$ cat config.mk
export PLATFORM = sky130hd
export DESIGN_NAME = down_mover_flat
export DESIGN_NICKNAME = d
export VERILOG_FILES = /design/src/rtl/down_mover_pkg.sv /design/src/rtl/down_mover_if.sv /design/src/rtl/down_mover_frame_divider.sv /design/src/rtl/down_mover.sv /design/src/flat_wrapper.sv
export SDC_FILE = /design/constraint.sdc
export NUM_CORES = 1
export LEC_CHECK = 0
export BUFFER_PORTS_ARGS = -buffer_cell sky130_fd_sc_hd__buf_4
export CORE_UTILIZATION = 35
export DETAILED_ROUTE_END_ITERATION = 10
export HOLD_SLACK_MARGIN = 0.06
export RECOVER_POWER = 50
export SLEW_MARGIN = 10
export SYNTH_ARGS = -nofsm -noshare
export SYNTH_HDL_FRONTEND = slang
export SYNTH_HIERARCHICAL = 1
export SYNTH_SLANG_ARGS = --single-unit
export TNS_END_PERCENT = 10
$ cat constraint.sdc
create_clock -name clock -period 4.8 [get_ports clock]
set_clock_uncertainty 0.05 [all_clocks]
set_input_delay 0.24 -clock clock [delete_from_list [all_inputs] [get_ports clock]]
set_output_delay 0.24 -clock clock [all_outputs]
set_load 0.1 [all_outputs]
$ cat src/rtl/down_mover_pkg.sv
// down_mover_pkg -- game constants shared by the sprite movers and the drawer.
//   move_state_t : mover FSM encoding (IDLE, WAIT, DRAW, DONE)
//   BOTTOM_Y     : lowest legal sprite row
//   X_RIGHT      : column used by the right-hand player (code 2'b11)
//   X_LEFT       : column used by every other player code
//   PLAYER_RIGHT : player code that selects X_RIGHT
//   AT_BOTTOM    : atBottom value once the sprite has landed
package down_mover_pkg;

  typedef enum logic [1:0] {
    IDLE = 2'd0,
    WAIT = 2'd1,
    DRAW = 2'd2,
    DONE = 2'd3
  } move_state_t;

  localparam logic [6:0] BOTTOM_Y     = 7'd119;
  localparam logic [7:0] X_RIGHT      = 8'd118;
  localparam logic [7:0] X_LEFT       = 8'd0;
  localparam logic [1:0] PLAYER_RIGHT = 2'b11;
  localparam logic [1:0] AT_BOTTOM    = 2'b11;

endpackage

$ cat src/rtl/down_mover_if.sv
// down_mover_if -- handshake bundle between a game controller and a sprite mover.
//   frame_tick : one-cycle pulse per video frame
//   start      : one-cycle request to begin a move (with player, start_y)
//   player     : player code, selects the sprite column
//   start_y    : starting row
//   plot_ack   : drawer has consumed x/y
//   x, y       : sprite position
//   plot       : x/y valid for drawing, held until plot_ack
//   busy       : move in progress
//   atBottom   : 2'b11 once the sprite has reached the bottom row
// modport master : controller/drawer side; modport slave : mover side.
interface down_mover_if;
  logic       frame_tick;
  logic       start;
  logic [1:0] player;
  logic [6:0] start_y;
  logic       plot_ack;
  logic [7:0] x;
  logic [6:0] y;
  logic       plot;
  logic       busy;
  logic [1:0] atBottom;

  modport master (
    output frame_tick, start, player, start_y, plot_ack,
    input  x, y, plot, busy, atBottom
  );

  modport slave (
    input  frame_tick, start, player, start_y, plot_ack,
    output x, y, plot, busy, atBottom
  );
endinterface

$ cat src/rtl/down_mover_frame_divider.sv
// frame_divider -- counts enabled frame_tick pulses and flags every
// FRAMES_PER_STEP-th one.
//   clock, reset : system clock, asynchronous active-high reset
//   enable       : count this cycle (a qualifying frame_tick)
//   clear        : restart the count from zero
//   tc           : terminal count, high on the FRAMES_PER_STEP-th enabled cycle
module frame_divider #(
  parameter int FRAMES_PER_STEP = 4
) (
  input  logic clock,
  input  logic reset,
  input  logic enable,
  input  logic clear,
  output logic tc
);

  logic [3:0] count;

  // tc is combinational so the step happens on the same edge as the pulse.
  assign tc = enable && (count == 4'(FRAMES_PER_STEP - 1));

  always_ff @(posedge clock or posedge reset) begin
    if (reset)
      count <= '0;
    else if (clear || tc)
      count <= '0;
    else if (enable)
      count <= count + 4'd1;
  end

endmodule

$ cat src/rtl/down_mover.sv
// down_mover -- moves a sprite down one STEP every FRAMES_PER_STEP frames,
// handing each new position to the drawer and waiting for its acknowledge,
// until the sprite lands on BOTTOM_Y.
//   clock : system clock, all state changes on the rising edge
//   reset : asynchronous active-high reset
//   bus   : down_mover_if.slave (frame_tick, start, player, start_y,
//           plot_ack in; x, y, plot, busy, atBottom out)
module down_mover #(
  parameter int         FRAMES_PER_STEP = 4,
  parameter logic [6:0] STEP            = 7'd1,
  parameter logic [6:0] BOTTOM_Y        = down_mover_pkg::BOTTOM_Y,
  parameter logic [7:0] X_RIGHT         = down_mover_pkg::X_RIGHT,
  parameter logic [7:0] X_LEFT          = down_mover_pkg::X_LEFT
) (
  input  logic               clock,
  input  logic               reset,
  down_mover_if.slave        bus
);

  import down_mover_pkg::*;

  move_state_t state, state_next;
  logic [7:0]  x_reg;
  logic [6:0]  y_reg;
  logic [1:0]  at_bottom_reg;
  logic        load, advance, finish;
  logic        div_enable, div_clear, div_tc;

  // Starting rows at or below the floor land directly on it.
  function automatic logic [6:0] clamp_start(input logic [6:0] v);
    return (v >= BOTTOM_Y) ? BOTTOM_Y : v;
  endfunction

  // 8-bit sum so a large STEP cannot wrap past 127 before the clamp.
  function automatic logic [6:0] clamp_step(input logic [6:0] v);
    logic [7:0] sum;
    sum = {1'b0, v} + {1'b0, STEP};
    return (sum >= {1'b0, BOTTOM_Y}) ? BOTTOM_Y : sum[6:0];
  endfunction

  frame_divider #(
    .FRAMES_PER_STEP(FRAMES_PER_STEP)
  ) u_frame_divider (
    .clock (clock),
    .reset (reset),
    .enable(div_enable),
    .clear (div_clear),
    .tc    (div_tc)
  );

  always_comb begin
    state_next = state;
    load       = 1'b0;
    advance    = 1'b0;
    finish     = 1'b0;
    div_enable = 1'b0;
    div_clear  = 1'b0;
    case (state)
      IDLE, DONE: begin
        if (bus.start) begin
          load       = 1'b1;
          div_clear  = 1'b1;
          state_next = DRAW;
        end
      end
      DRAW: begin
        if (bus.plot_ack) begin
          if (y_reg == BOTTOM_Y) begin
            finish     = 1'b1;
            state_next = DONE;
          end else begin
            state_next = WAIT;
          end
        end
      end
      WAIT: begin
        // Only ticks seen in WAIT count; ticks during DRAW are dropped.
        div_enable = bus.frame_tick;
        if (div_tc) begin
          advance    = 1'b1;
          state_next = DRAW;
        end
      end
      default: state_next = IDLE;
    endcase
  end

  always_ff @(posedge clock or posedge reset) begin
    if (reset)
      state <= IDLE;
    else
      state <= state_next;
  end

  always_ff @(posedge clock or posedge reset) begin
    if (reset) begin
      x_reg         <= '0;
      y_reg         <= '0;
      at_bottom_reg <= '0;
    end else begin
      if (load) begin
        x_reg         <= (bus.player == PLAYER_RIGHT) ? X_RIGHT : X_LEFT;
        y_reg         <= clamp_start(bus.start_y);
        at_bottom_reg <= 2'b00;
      end
      if (advance)
        y_reg <= clamp_step(y_reg);
      if (finish)
        at_bottom_reg <= AT_BOTTOM;
    end
  end

  assign bus.x        = x_reg;
  assign bus.y        = y_reg;
  assign bus.plot     = (state == DRAW);
  assign bus.busy     = (state == WAIT) || (state == DRAW);
  assign bus.atBottom = at_bottom_reg;

endmodule

$ cat src/flat_wrapper.sv
// flat-port wrapper written by rule: the top's interface ports become plain ports
module down_mover_flat import down_mover_pkg::*;
#(
  parameter int         FRAMES_PER_STEP = 4,
  parameter logic [6:0] STEP            = 7'd1,
  parameter logic [6:0] BOTTOM_Y        = down_mover_pkg::BOTTOM_Y,
  parameter logic [7:0] X_RIGHT         = down_mover_pkg::X_RIGHT,
  parameter logic [7:0] X_LEFT          = down_mover_pkg::X_LEFT
)
  (clock, reset, bus_frame_tick, bus_start, bus_player, bus_start_y, bus_plot_ack, bus_x, bus_y, bus_plot, bus_busy, bus_atBottom);
  down_mover_if bus_i ();
  input  logic clock;
  input  logic reset;
  input wire logic [$bits(bus_i.frame_tick)-1:0] bus_frame_tick;
  input wire logic [$bits(bus_i.start)-1:0] bus_start;
  input wire logic [$bits(bus_i.player)-1:0] bus_player;
  input wire logic [$bits(bus_i.start_y)-1:0] bus_start_y;
  input wire logic [$bits(bus_i.plot_ack)-1:0] bus_plot_ack;
  output wire logic [$bits(bus_i.x)-1:0] bus_x;
  output wire logic [$bits(bus_i.y)-1:0] bus_y;
  output wire logic [$bits(bus_i.plot)-1:0] bus_plot;
  output wire logic [$bits(bus_i.busy)-1:0] bus_busy;
  output wire logic [$bits(bus_i.atBottom)-1:0] bus_atBottom;
  assign bus_i.frame_tick = bus_frame_tick;
  assign bus_i.start = bus_start;
  assign bus_i.player = bus_player;
  assign bus_i.start_y = bus_start_y;
  assign bus_i.plot_ack = bus_plot_ack;
  assign bus_x = bus_i.x;
  assign bus_y = bus_i.y;
  assign bus_plot = bus_i.plot;
  assign bus_busy = bus_i.busy;
  assign bus_atBottom = bus_i.atBottom;
  down_mover #(.FRAMES_PER_STEP(FRAMES_PER_STEP), .STEP(STEP), .BOTTOM_Y(BOTTOM_Y), .X_RIGHT(X_RIGHT), .X_LEFT(X_LEFT)) u_core (.clock(clock), .reset(reset), .bus(bus_i));
endmodule
-- Word level (Yosys, flattened, before mapping)
Cells that the tools add are included.
- $add $sub $neg: 2
- $lt $le $gt $ge: 2
- eq/ne operators: 9
- mux-type cells: 22
- reduce and logical (&&, ||, !) cells: 9
- operators by type and width (kind ; number):
    two-way mux 7 bit ; 5
    two-way mux 2 bit ; 6
    adder 7 x 1 -> 8 bit (second input constant) ; 1
    >= comparator 8 x 7 -> 1 bit (second input constant) ; 1
    two-way mux 1 bit ; 8
    two-way mux 4 bit ; 2
    == test 7 bit (second input constant) ; 1
    >= comparator 7 bit (second input constant) ; 1
    == test 2 bit (second input constant) ; 3
    inequality test 2 bit (second input constant) ; 3
    one-hot mux 2 bit (3 select lines) ; 1
    nonzero test 2 bit ; 3
    adder 4 x 1 -> 4 bit (second input constant) ; 1
    == test 4 x 2 -> 1 bit (second input constant) ; 1
    AND reduction 3 bit ; 1
    == test 2 x 1 -> 1 bit (second input constant) ; 1
    logical NOT 2 bit ; 1
    logical OR 1 bit ; 2
    OR reduction 2 bit ; 1
    logical AND 1 bit ; 1
- bits in registers: 23
- input bits: 14
- output and inout port bits: 19
- logic and storage cells: 49

-- Depth between registers and ports, before layout
- depth in word-level cells: 6
- depth in mapped cells: 8
- depth with buffers taken out: 8

-- Hierarchy
The synthesis kept the hierarchy.
- modules (own cells, without submodules) (module ; instances ; cells an instance ; area each (sq um) ; sequential area each (sq um)):
    down_mover ; 1 ; 106 ; 919.6 ; 275.3
    frame_divider ; 1 ; 18 ; 202.7 ; 100.1

-- Worst setup path after synthesis
OpenSTA, ideal clock, no wires.
- kind: register to register
- start point: register u_core.y_reg[1] (netlist: u_core/bus.y[1])
- end point: register u_core.y_reg[0] (netlist: u_core/bus.y[0])
- setup time: 0.086 ns
- arrival time: 2.141 ns
- data required time: 4.664 ns
- setup slack: 2.522 ns
- stages on the path, launching flop included: 7
- buffers on the path: 1
- period minus slack after synthesis: 2.278 ns
- path through: dfrtp_1 > ha_1 > buf_2 > nand3_1 > nor3b_2 > o311ai_2 > a32oi_1
- longest elaborated chain between the ends: 4
- RTL lines (what ; line ; RTL):
    start, declared ; down_mover.sv:24 ; logic [6:0] y_reg;
    start signal, assigned ; down_mover.sv:103 ; y_reg <= clamp_start(bus.start_y);
    start signal, assigned ; down_mover.sv:107 ; y_reg <= clamp_step(y_reg);
    adder 7 x 1 -> 8 bit ; down_mover.sv:37 ; sum = {1'b0, v} + {1'b0, STEP};
    >= comparator 8 x 7 -> 1 bit ; down_mover.sv:38 ; return (sum >= {1'b0, BOTTOM_Y}) ? BOTTOM_Y : sum[6:0];
    two-way mux 7 bit ; down_mover.sv:38 ;
    two-way mux 7 bit ; down_mover.sv:106 ; if (advance)
Every way passes these cells.
A chain may end at the register's enable or synchronous reset.

-- Worst setup path after layout
- start point: register u_core.state[1]
- end point: register u_core.y_reg[3] (netlist: u_core/bus.y[3])
- longest elaborated chain between the ends: 6
- elaborated cells on any way between the ends: 11
- those cells by class: eq/ne: 2; mux: 5; reduce/logical: 4
- RTL lines (what ; line ; RTL):
    start, declared ; down_mover.sv:22 ; move_state_t state, state_next;
    start signal, assigned ; down_mover.sv:92 ; state <= state_next;
    == test 2 x 1 -> 1 bit (*) ; down_mover.sv:58 ; case (state)
    two-way mux 1 bit (*) ; down_mover.sv:58 ;
    net u_core.div_enable ; down_mover.sv:27 ; logic div_enable, div_clear, div_tc;
    logical AND 1 bit (*) ; down_mover_frame_divider.sv:20 ; assign tc = enable && (count == 4'(FRAMES_PER_STEP - 1));
    net u_core.div_tc ; down_mover.sv:27 ;
    two-way mux 1 bit (*) ; down_mover.sv:79 ; if (div_tc) begin
    two-way mux 1 bit (*) ; down_mover.sv:58 ;
    two-way mux 7 bit or nonzero test 2 bit (tied branches) ; - ;
The timed path passes the listed nets; every way through them passes the cells marked *.

==> flow_summary.yaml <==
cts:
  h-tree-depth: 1
  cts_sinks: 15
  cts_tree: "yes"
  postCtsSetupBuffers: 0
  clk_latency_ps: 270
  root_buffer: "clkbuf_4"
  clk_pin_slew_ps: 80
  cts_buffers: 3
  clk_path_buf_depth: 2
layout:
  drive_gt1_share_pct: 23.8
  largest_reg_flops: 7
  final_nets: 167
  antenna_cells: 0
  area_growth_pct: 15.9
synth:
  synth_area_per_cell_um2: 9.05
  ys.flop_type: "dfrtp_1"
  synth-edff-count: 0
  syn_area_um2: 1120
  async_flop_share_pct: 100
  yosys.area.top_type: "dfrtp_1"
  yosysTopAreaCellShare_pct: 33.4
  ys_ff_latch: 15
  ys_warn_count: 6
  yosys-top-cells-area: "dfrtp_1, ha_1, buf_4, nand2_1, nand3_1"
  synth.distinct_cells: 46
  syn_inst: 124
  yosysSeqAreaShare_pct: 33.4
setup_path:
  worstReg2RegStart: "u_core/state[1]$_DFFE_PP0P_"
  worstSetupPathType: "reg -> reg"
  slowest_stage: "or4_1"
  critPathTopFamily: "simple AND/OR/NAND/NOR gates"
  required_ps: 4960
  crit_path_start: "u_core/state[1]$_DFFE_PP0P_"
  cp.arrival_ps: 2390
  slowest_delay_ps: 540
  r2r_slack_ps: 2560
  path_cells: "inv_1 > ha_1 > and2_1 > and4bb_4 > nand2_2 > or4_1 > o31a_1 > o21ai_2"
  critical_path.max_fanout: 9
  cp-end-kind: "flip-flop"
  cp.depth: 8
  crit_buf_inv: 1
  r2r_cells: 8
  start_kind: "flip-flop"
global_route:
  antenna_found_initial: 0
  grt_pass1_wl_um: 4290
  grt_pass1_vias: 935
  grt_start_max_net_pins: 14
  overflow: 0
  grt.total_usage_pct: 16.5
run:
  drv_cap: 0
routing:
  drt_iter0_markers: 60
  drt_first_pass_iters: 4
  drc: 0
  routed_wl_um: 2650
  detailroute.via_count: 1001
  routedWlPerCell_um: 13.9
  vias_per_cell: 5.24
  drtAntennaViolNets: 0
floorplan:
  std_cell_rows: 20
  ios: 33
  core-area_um2: 3050
  initial_core_util_pct: 36.8
  fp.dieW_um: 58.6
  die_h_um: 58.6
  die_area_um2: 3440
timing:
  fin_tns_setup_ps: 0
  slew_violations: 0
  fin_crit_ps: 2240
  hold_violations: 0
  worst_pin_slew_ps: 1170
  slew_headroom_pct: 22.1
  post-route-period-util_pct: 46.6
  rsz0062_at_grt: "no"
  max_freq_mhz: 447
  setup_viol: 0
min_path:
  worstHoldPathCells: 3
  hold_class: "in -> reg"
  hp-start: "bus_player[1]"
placement:
  place_congestion: 0.815
  port_buffers: 29
  dpl.hpwl_um: 1990
status:
  status: "complete, no violations"
synthesized netlist by cell type, types with 2 or more instances:
| cell type | instances |
|---|---|
| o21ai_0 | 5 |
| xor2_1 | 3 |
| a21oi_1 | 4 |
| buf_6 | 3 |
| dfrtp_1 | 15 |
| and2_1 | 2 |
| nand2_1 | 12 |
| buf_2 | 2 |
| buf_4 | 8 |
| a32oi_1 | 2 |
| ha_1 | 5 |
| nor2_1 | 8 |
| nand4_1 | 3 |
| o221ai_1 | 2 |
| o31a_1 | 2 |
| o22ai_1 | 3 |
| a31oi_1 | 2 |
| nand3_1 | 7 |
| inv_1 | 9 |
repair_timing:
action                                 CTS  global route
endpoints found under the hold margin   15             0
hold buffers                             1             0
gates resized for setup                  0             0
cells in the final DEF (no fill, tap or decap), types with 2 or more instances in the layout:
cell / count
o22ai_1: 3
buf_4: 20
inv_1: 9
nand4_1: 3
clkbuf_1: 10
and2_1: 2
ha_1: 5
a21oi_1: 4
xor2_1: 3
conb_1: 3
clkbuf_4: 3
a31oi_1: 2
nor2_1: 8
o31a_1: 2
nand3_1: 7
nand2_1: 12
o21ai_0: 5
dfrtp_1: 15
a32oi_1: 2
o221ai_1: 2
through the flow:
step	utilization, %	cells	worst slack, ps	cell area [µm²]	hold WS (ps)
2_1_floorplan	-	126	2520	1130	-43.9
3_3_place_gp	42.5	186	2680	1300	87.6
3_5_place_dp	42.5	186	2600	1300	93.3
4_1_cts	43.7	191	2590	1340	142
5_1_grt	42.6	191	2490	1300	156
6_report	42.6	191	2560	1300	146
kinds of logic (layout without fill, tap and decap cells):
kind of cell    after synthesis  after routing  share of synthesized area (%)
xor+xnor                      4              4                           3.12
simple gates                 43             43                           22.0
buf+inv                      23             44                           12.6
compound gates               32             32                           22.1
flops                        15             15                           33.4
fa+ha+maj                     5              5                           5.57
other cells                   1              3                          0.334
mux                           1              1                          0.892
worst paths after layout:
| check | end |
|---|---|
| min in group asynchronous | u_core/u_frame_divider/count[1]$_DFFE_PP0P_ |
| worst min register to register | u_core/bus.atBottom[0]$_DFFE_PP0P_ |
| max in group asynchronous | u_core/bus.x[5]$_DFFE_PP0P_ |
| worst max-delay path | u_core/bus.y[3]$_DFFE_PP0P_ |
| worst min-delay path | u_core/bus.x[5]$_DFFE_PP0P_ |
| worst max register to register | u_core/bus.y[3]$_DFFE_PP0P_ |
metal layers:
metal	wire [µm]	GRT usage, %	part of all wire, %
met2	1250	26.6	47
met5	0	0	0
met3	99	2.86	3.7
met4	10	5.10	0.38
met1	1290	22.7	49
area by class of cell:
cell class,instances,area [µm²]
inverters,10,37.5
multi-input cells,88,613
well taps,44,55.1
clock buffers,4,26.3
fillers,323,1750
flip-flops and latches,15,375
repair buffers,30,194
worst min-delay path: cells and delay by family:
kind	cells	cell delay [ps]
buffers and inverters	1	80
and+or+nand+nor	2	120
Power is left out: the tool's default activity adds up to more than one toggle a clock period on the data nets, which glitch-free logic cannot reach.
